[src/rtl/winker_led_driver.sv]
// winker_led_driver: turns the mode FSM's request levels into registered,
// blinking lamp drives. Blink phase comes from a prescaler, and completed
// blinks are counted.
// Optional lane-change auto-off: define WINKER_LANE_CHANGE_EN.
// HALF_PERIOD sets the number of cycles in each ON phase and each OFF phase.
// It must be at least 2.
module winker_led_driver #(
    parameter int HALF_PERIOD = 4,
    parameter int CNT_W       = 8,
    parameter int LANE_BLINKS = 3
) (
    input  logic             clk,
    input  logic             reset,
    input  logic             i_left_on,
    input  logic             i_right_on,
    input  logic             i_hazard,
    input  logic             i_finish,
    output logic             o_left_led,
    output logic             o_right_led,
    output logic             o_active,
    output logic [CNT_W-1:0] o_blink_cnt,
    output logic             o_auto_off
);

    localparam int PW = $clog2(HALF_PERIOD);
    localparam logic [PW-1:0]    PRESC_TERM = PW'(HALF_PERIOD - 1);
    localparam logic [CNT_W-1:0] CNT_MAX    = '1;

    typedef enum logic [1:0] {
        ST_IDLE   = 2'd0,
        ST_LEFT   = 2'd1,
        ST_RIGHT  = 2'd2,
        ST_HAZARD = 2'd3
    } state_t;

    state_t           state_q, state_d, req_state;
    logic [PW-1:0]    presc_q, presc_d;
    logic             phase_q, phase_d;       // 1 = ON phase
    logic [CNT_W-1:0] cnt_q, cnt_d;
    logic             left_led_q, left_led_d;
    logic             right_led_q, right_led_d;
    logic             active_q, active_d;
    logic             auto_off_q, auto_off_d;
    logic             eff_left, eff_right;

`ifdef WINKER_LANE_CHANGE_EN
    // Per-direction lockout after an auto-off. It clears once the request level drops.
    logic blk_left_q, blk_left_d;
    logic blk_right_q, blk_right_d;
    assign eff_left  = i_left_on  & ~blk_left_q;
    assign eff_right = i_right_on & ~blk_right_q;
`else
    assign eff_left  = i_left_on;
    assign eff_right = i_right_on;
`endif

    // Request decode, blink sequencing and next values of the registered outputs.
    always_comb begin
        state_d    = state_q;
        presc_d    = presc_q;
        phase_d    = phase_q;
        cnt_d      = cnt_q;
        auto_off_d = 1'b0;
`ifdef WINKER_LANE_CHANGE_EN
        blk_left_d  = blk_left_q & i_left_on;
        blk_right_d = blk_right_q & i_right_on;
`endif
        // Decode in priority order. Left and right together keep the current state.
        if (i_finish)                   req_state = ST_IDLE;
        else if (i_hazard)              req_state = ST_HAZARD;
        else if (eff_left && !eff_right) req_state = ST_LEFT;
        else if (eff_right && !eff_left) req_state = ST_RIGHT;
        else if (eff_left && eff_right)  req_state = state_q;
        else                             req_state = ST_IDLE;

        if (req_state == ST_IDLE) begin
            // Stop right away. The count stays readable until the next start.
            state_d = ST_IDLE;
            presc_d = '0;
            phase_d = 1'b1;
        end else if (req_state != state_q) begin
            // New blinking state: restart in the ON phase with the count cleared.
            state_d = req_state;
            presc_d = '0;
            phase_d = 1'b1;
            cnt_d   = '0;
        end else if (presc_q == PRESC_TERM) begin
            presc_d = '0;
            phase_d = ~phase_q;
            if (phase_q && (cnt_q != CNT_MAX)) begin
                cnt_d = cnt_q + CNT_W'(1);
            end
`ifdef WINKER_LANE_CHANGE_EN
            if (phase_q && (state_q != ST_HAZARD) &&
                (cnt_d == CNT_W'(LANE_BLINKS))) begin
                state_d    = ST_IDLE;
                phase_d    = 1'b1;
                auto_off_d = 1'b1;
                if (state_q == ST_LEFT) blk_left_d  = 1'b1;
                else                    blk_right_d = 1'b1;
            end
`endif
        end else begin
            presc_d = presc_q + PW'(1);
        end

        left_led_d  = phase_d && ((state_d == ST_LEFT)  || (state_d == ST_HAZARD));
        right_led_d = phase_d && ((state_d == ST_RIGHT) || (state_d == ST_HAZARD));
        active_d    = (state_d != ST_IDLE);
    end

    // State and output registers. Reset is asynchronous, so the lamps drop without a clock edge.
    always_ff @(posedge clk or posedge reset) begin
        if (reset) begin
            state_q     <= ST_IDLE;
            presc_q     <= '0;
            phase_q     <= 1'b1;
            cnt_q       <= '0;
            left_led_q  <= 1'b0;
            right_led_q <= 1'b0;
            active_q    <= 1'b0;
            auto_off_q  <= 1'b0;
`ifdef WINKER_LANE_CHANGE_EN
            blk_left_q  <= 1'b0;
            blk_right_q <= 1'b0;
`endif
        end else begin
            state_q     <= state_d;
            presc_q     <= presc_d;
            phase_q     <= phase_d;
            cnt_q       <= cnt_d;
            left_led_q  <= left_led_d;
            right_led_q <= right_led_d;
            active_q    <= active_d;
            auto_off_q  <= auto_off_d;
`ifdef WINKER_LANE_CHANGE_EN
            blk_left_q  <= blk_left_d;
            blk_right_q <= blk_right_d;
`endif
        end
    end

    assign o_left_led  = left_led_q;
    assign o_right_led = right_led_q;
    assign o_active    = active_q;
    assign o_blink_cnt = cnt_q;
    assign o_auto_off  = auto_off_q;

endmodule

[config.mk]
export PLATFORM = sky130hd
export DESIGN_NAME = winker_led_driver
export DESIGN_NICKNAME = d
export VERILOG_FILES = /design/src/rtl/winker_led_driver.sv
export SDC_FILE = /design/constraint.sdc
export NUM_CORES = 1
export LEC_CHECK = 0
export ABC_CLOCK_PERIOD_IN_PS = 1500
export BUFFER_PORTS_ARGS = -buffer_cell sky130_fd_sc_hd__buf_2
export CAP_MARGIN = 20
export CORE_MARGIN = 5
export CORE_UTILIZATION = 30
export DETAILED_ROUTE_END_ITERATION = 7
export GPL_TIMING_DRIVEN = 1
export PLACE_DENSITY = 0.52
export SLEW_MARGIN = 10
export SYNTH_ARGS = -nofsm -noshare
export SYNTH_HDL_FRONTEND = slang
export SYNTH_SLANG_ARGS = --single-unit
[constraint.sdc]
create_clock -name clk -period 1.5 [get_ports clk]
set_input_delay 0.3 -clock clk [delete_from_list [all_inputs] [get_ports clk]]
set_output_delay 0.3 -clock clk [all_outputs]
set_load 0.02 [all_outputs]
==> flow_summary.yaml <==
drt:
  via_count: 926
  first_pass_iters: 4
  drt_wl_total_mm: 2.40
  drtAntennaViolNets: 0
  vias_per_cell: 5.51
  dr.first_iter.drc_count: 32
  route.detailed.drc: 0
  routedWlPerCell_um: 14.3
yosys:
  synth_top_family_by_area: "simple AND/OR/NAND/NOR gates"
  syn-cell-area_um2: 880
  synth_fa_ha_area_share_pct: 2.84
  synthCells: 94
  synth_warnings: 0
  synth_fp_nets: 102
  synth_sequential_area_ratio_pct: 45.7
  yosys_register_bits: 16
  share_of_synthesized_area_spent_on_multiplexers_pct: 0
  post_synth_and_or_nand_nor_area_fraction_pct: 26.0
  synth_xor_xnor_area_share_pct: 0.996
  compound_cell_area_share_of_the_yosys_netlist_pct: 19.1
  syn-mean-instance-area_um2: 9.36
  yosys.cell_types.count: 33
placed_design:
  place_hpwl_mm: 1.71
  gpl.final_weighted_congestion: 0.834
  placed_cells: 161
  pre_cts_ws_ns: -0.311
  place.port_buffers: 16
pwr:
  netSwitchingFraction_pct: 26.5
  pwr-share-comb_pct: 18.5
  power_density_normalized_to_cell_area_mw_per_mm2: 627
  p_switching_w: 0.000222
  power_frac_clock_pct: 28.0
  p_int_w: 0.000617
  power_leakage_nw: 0.580
  p_seq_share_pct: 53.5
  max-vdd-ir-drop_mv: 0.423
cells_and_area:
  area_added_between_synthesis_and_finish_pct: 52.2
  drive_gt1_share_pct: 53.3
  final_nets: 146
  most-common-layout-cells: "sky130_fd_sc_hd__buf_4 (24), sky130_fd_sc_hd__buf_2 (16), sky130_fd_sc_hd__dfrtp_1 (11)"
  instances_no_fill: 168
  layout_commonest_cell: "sky130_fd_sc_hd__buf_4"
  n_antenna_cell: 0
floorplan:
  ios: 18
  die_area_mm2: 0.00411
  fp.dieW_um: 64.1
  std_cell_rows: 19
  dieHeight_um: 64.1
  initial_core_util_pct: 31.6
  core-area_mm2: 0.00278
critical_path:
  criticalPathCategory: "reg2reg"
  timing.reg2reg.setup_slack_ns: -0.16
  worst-endpoint-required_ns: 1.71
  worst-path-max-fanout: 6
  timing.critical_path.from_type: "flop"
  timing.critical_path.to_type: "flop"
  worst_ep_arrival_time_ns: 1.87
outcome:
  status: "complete, but fails checks"
  failing_checks: "negative setup slack"
global_route:
  grt_start_max_net_pins: 17
  grt-ovfl-total: 0
  grt_usage_pct: 12.6
  number_of_antenna_violations_at_the_first_check_in_global_routing: 0
  grt_first_pass_wirelength_mm: 4.26
  first_global_vias: 955
clock_network:
  clkLatencyLatePin_ns: 0.28
  numCtsBuffers: 3
  path_clk_slew_ns: 0.09
  cts_tree: "built"
  deepest_clock_path_buffer_count: 2
  clock-sinks: 16
  cts.htree.levels: 1
  clk_root_buffer_cell: "sky130_fd_sc_hd__clkbuf_4"
sta:
  clock-skew-final_ns: 0.00327
  min_period_ns: 1.66
  finalHoldViolations: 0
  timing_max_transition_violations_final: 0
  report.final.setup_viol: 11
  maxClockFrequency_ghz: 0.602
  timing.final.ws_setup_ns: -0.160
  grt_setup_unrepaired: "true"
  post-route-period-util_pct: 111
job:
  drv_cap: 0
worst_hold_path:
  hold_crit_path_type: "in2async"
## metal layers
| metal | track usage (%) | share of wire, % |
|---|---|---|
| met3 | 2.45 | 4.1 |
| met5 | 0 | 0 |
| met4 | 6.36 | 2.5 |
| met1 | 16.2 | 44 |
| met2 | 20.2 | 49 |
## Yosys cell counts
library cell	number	area share, %
sky130_fd_sc_hd__buf_2	2	1.1
sky130_fd_sc_hd__a211oi_1	1	0.85
sky130_fd_sc_hd__a21oi_1	10	5.7
sky130_fd_sc_hd__o31ai_1	4	3.4
sky130_fd_sc_hd__nand2_1	3	1.3
sky130_fd_sc_hd__dfrtp_1	15	43
sky130_fd_sc_hd__nor3_2	1	1.1
sky130_fd_sc_hd__buf_1	1	0.43
sky130_fd_sc_hd__buf_4	1	0.85
sky130_fd_sc_hd__nand3_1	4	2.3
sky130_fd_sc_hd__or4_1	4	3.4
sky130_fd_sc_hd__dfstp_2	1	3.0
sky130_fd_sc_hd__or3_1	4	2.8
sky130_fd_sc_hd__o2bb2ai_1	1	1.0
sky130_fd_sc_hd__o21bai_1	1	0.85
sky130_fd_sc_hd__nand2b_1	4	2.8
sky130_fd_sc_hd__and3_1	3	2.1
sky130_fd_sc_hd__conb_1	1	0.43
sky130_fd_sc_hd__o21ai_0	4	2.3
sky130_fd_sc_hd__nor4b_1	1	1.0
sky130_fd_sc_hd__nor3_1	3	1.7
sky130_fd_sc_hd__or2_2	1	0.71
sky130_fd_sc_hd__o41ai_1	1	1.0
sky130_fd_sc_hd__nor2_1	5	2.1
sky130_fd_sc_hd__o22ai_1	1	0.71
sky130_fd_sc_hd__a2111o_1	2	2.6
sky130_fd_sc_hd__ha_1	2	2.8
sky130_fd_sc_hd__xor2_1	1	1.0
sky130_fd_sc_hd__inv_1	6	2.6
sky130_fd_sc_hd__nor4bb_1	2	2.3
sky130_fd_sc_hd__nand4_1	2	1.4
sky130_fd_sc_hd__a31oi_1	1	0.71
sky130_fd_sc_hd__nor3b_1	1	0.85
## final timing paths
| path | start | endpoint | cells after the start |
|---|---|---|---|
| max | presc_q[0] | o_blink_cnt[6] | 5 |
| min reg2reg | o_blink_cnt[7] | o_blink_cnt[7] | 2 |
| min in group clk | i_finish | state_q[1] | 3 |
| min | reset | o_blink_cnt[0] | 3 |
| max in group asynchronous | reset | phase_q | 3 |
| max reg2reg | presc_q[0] | o_blink_cnt[6] | 5 |
## final cells by class
cell class | instances | area [µm²]
multi-input combinational | 69 | 562
tap | 31 | 38.8
clock buffer | 4 | 26.3
fill | 273 | 1440
timing repair buffer | 42 | 283
sequential | 16 | 407
inverter | 6 | 22.5
## repair_timing
action,in CTS,in global routing
pin swaps,10,7
gates cloned,1,0
hold buffers,0,0
gates resized for setup,9,11
setup buffers,1,1
endpoints found under the setup margin,11,13
## kinds of logic (layout without fill, tap and decap cells)
family | count (synthesis) | after routing
compound gates | 26 | 27
xor+xnor | 1 | 1
fa+ha+maj | 2 | 2
buf+inv | 10 | 52
flops | 16 | 16
other cells | 1 | 1
simple gates | 38 | 38
## registers in the layout, indices dropped and copies added, names as in the netlist
signal and flops:
o_blink_cnt 8, presc_q 2, state_q 2, o_active 1, o_left_led 1, o_right_led 1
phase_q 1
## power by group through the flow
| stage | Sequential (W) | Combinational (W) | Clock [W] |
|---|---|---|---|
| 6_report | 0.000449 | 0.000155 | 0.000235 |
| 5_1_grt | 0.000451 | 0.000173 | 0.000269 |
| 4_1_cts | 0.000449 | 0.000140 | 0.000243 |
| 3_5_place_dp | 0.000457 | 0.000128 | 0 |
| 3_3_place_gp | 0.000457 | 0.000127 | 0 |
| 2_1_floorplan | 0.000466 | 0.0000614 | 0 |
## worst max-delay path: stages (launching register included)
cell	delay [ns]
sky130_fd_sc_hd__dfrtp_1	0.36
sky130_fd_sc_hd__ha_2	0.19
sky130_fd_sc_hd__nand2_2	0.07
sky130_fd_sc_hd__a2111o_1	0.38
sky130_fd_sc_hd__or4_1	0.45
sky130_fd_sc_hd__a21oi_2	0.14
## stage by stage
step	TNS, ns	util, %	instance area (µm²)	total power [W]	hold slack (ns)
after detailed placement	-2.39	42.9	1190	0.000585	0.317
after global routing	-1.89	48.1	1340	0.000892	0.00660
after floorplan	-0.244	-	925	0.000527	0.213
after CTS	-1.58	46.0	1280	0.000833	0.00268
after global placement	-2.21	42.9	1190	0.000583	0.310
final	-0.981	48.1	1340	0.000840	0.00480
Power figures use the tool's default switching activity.
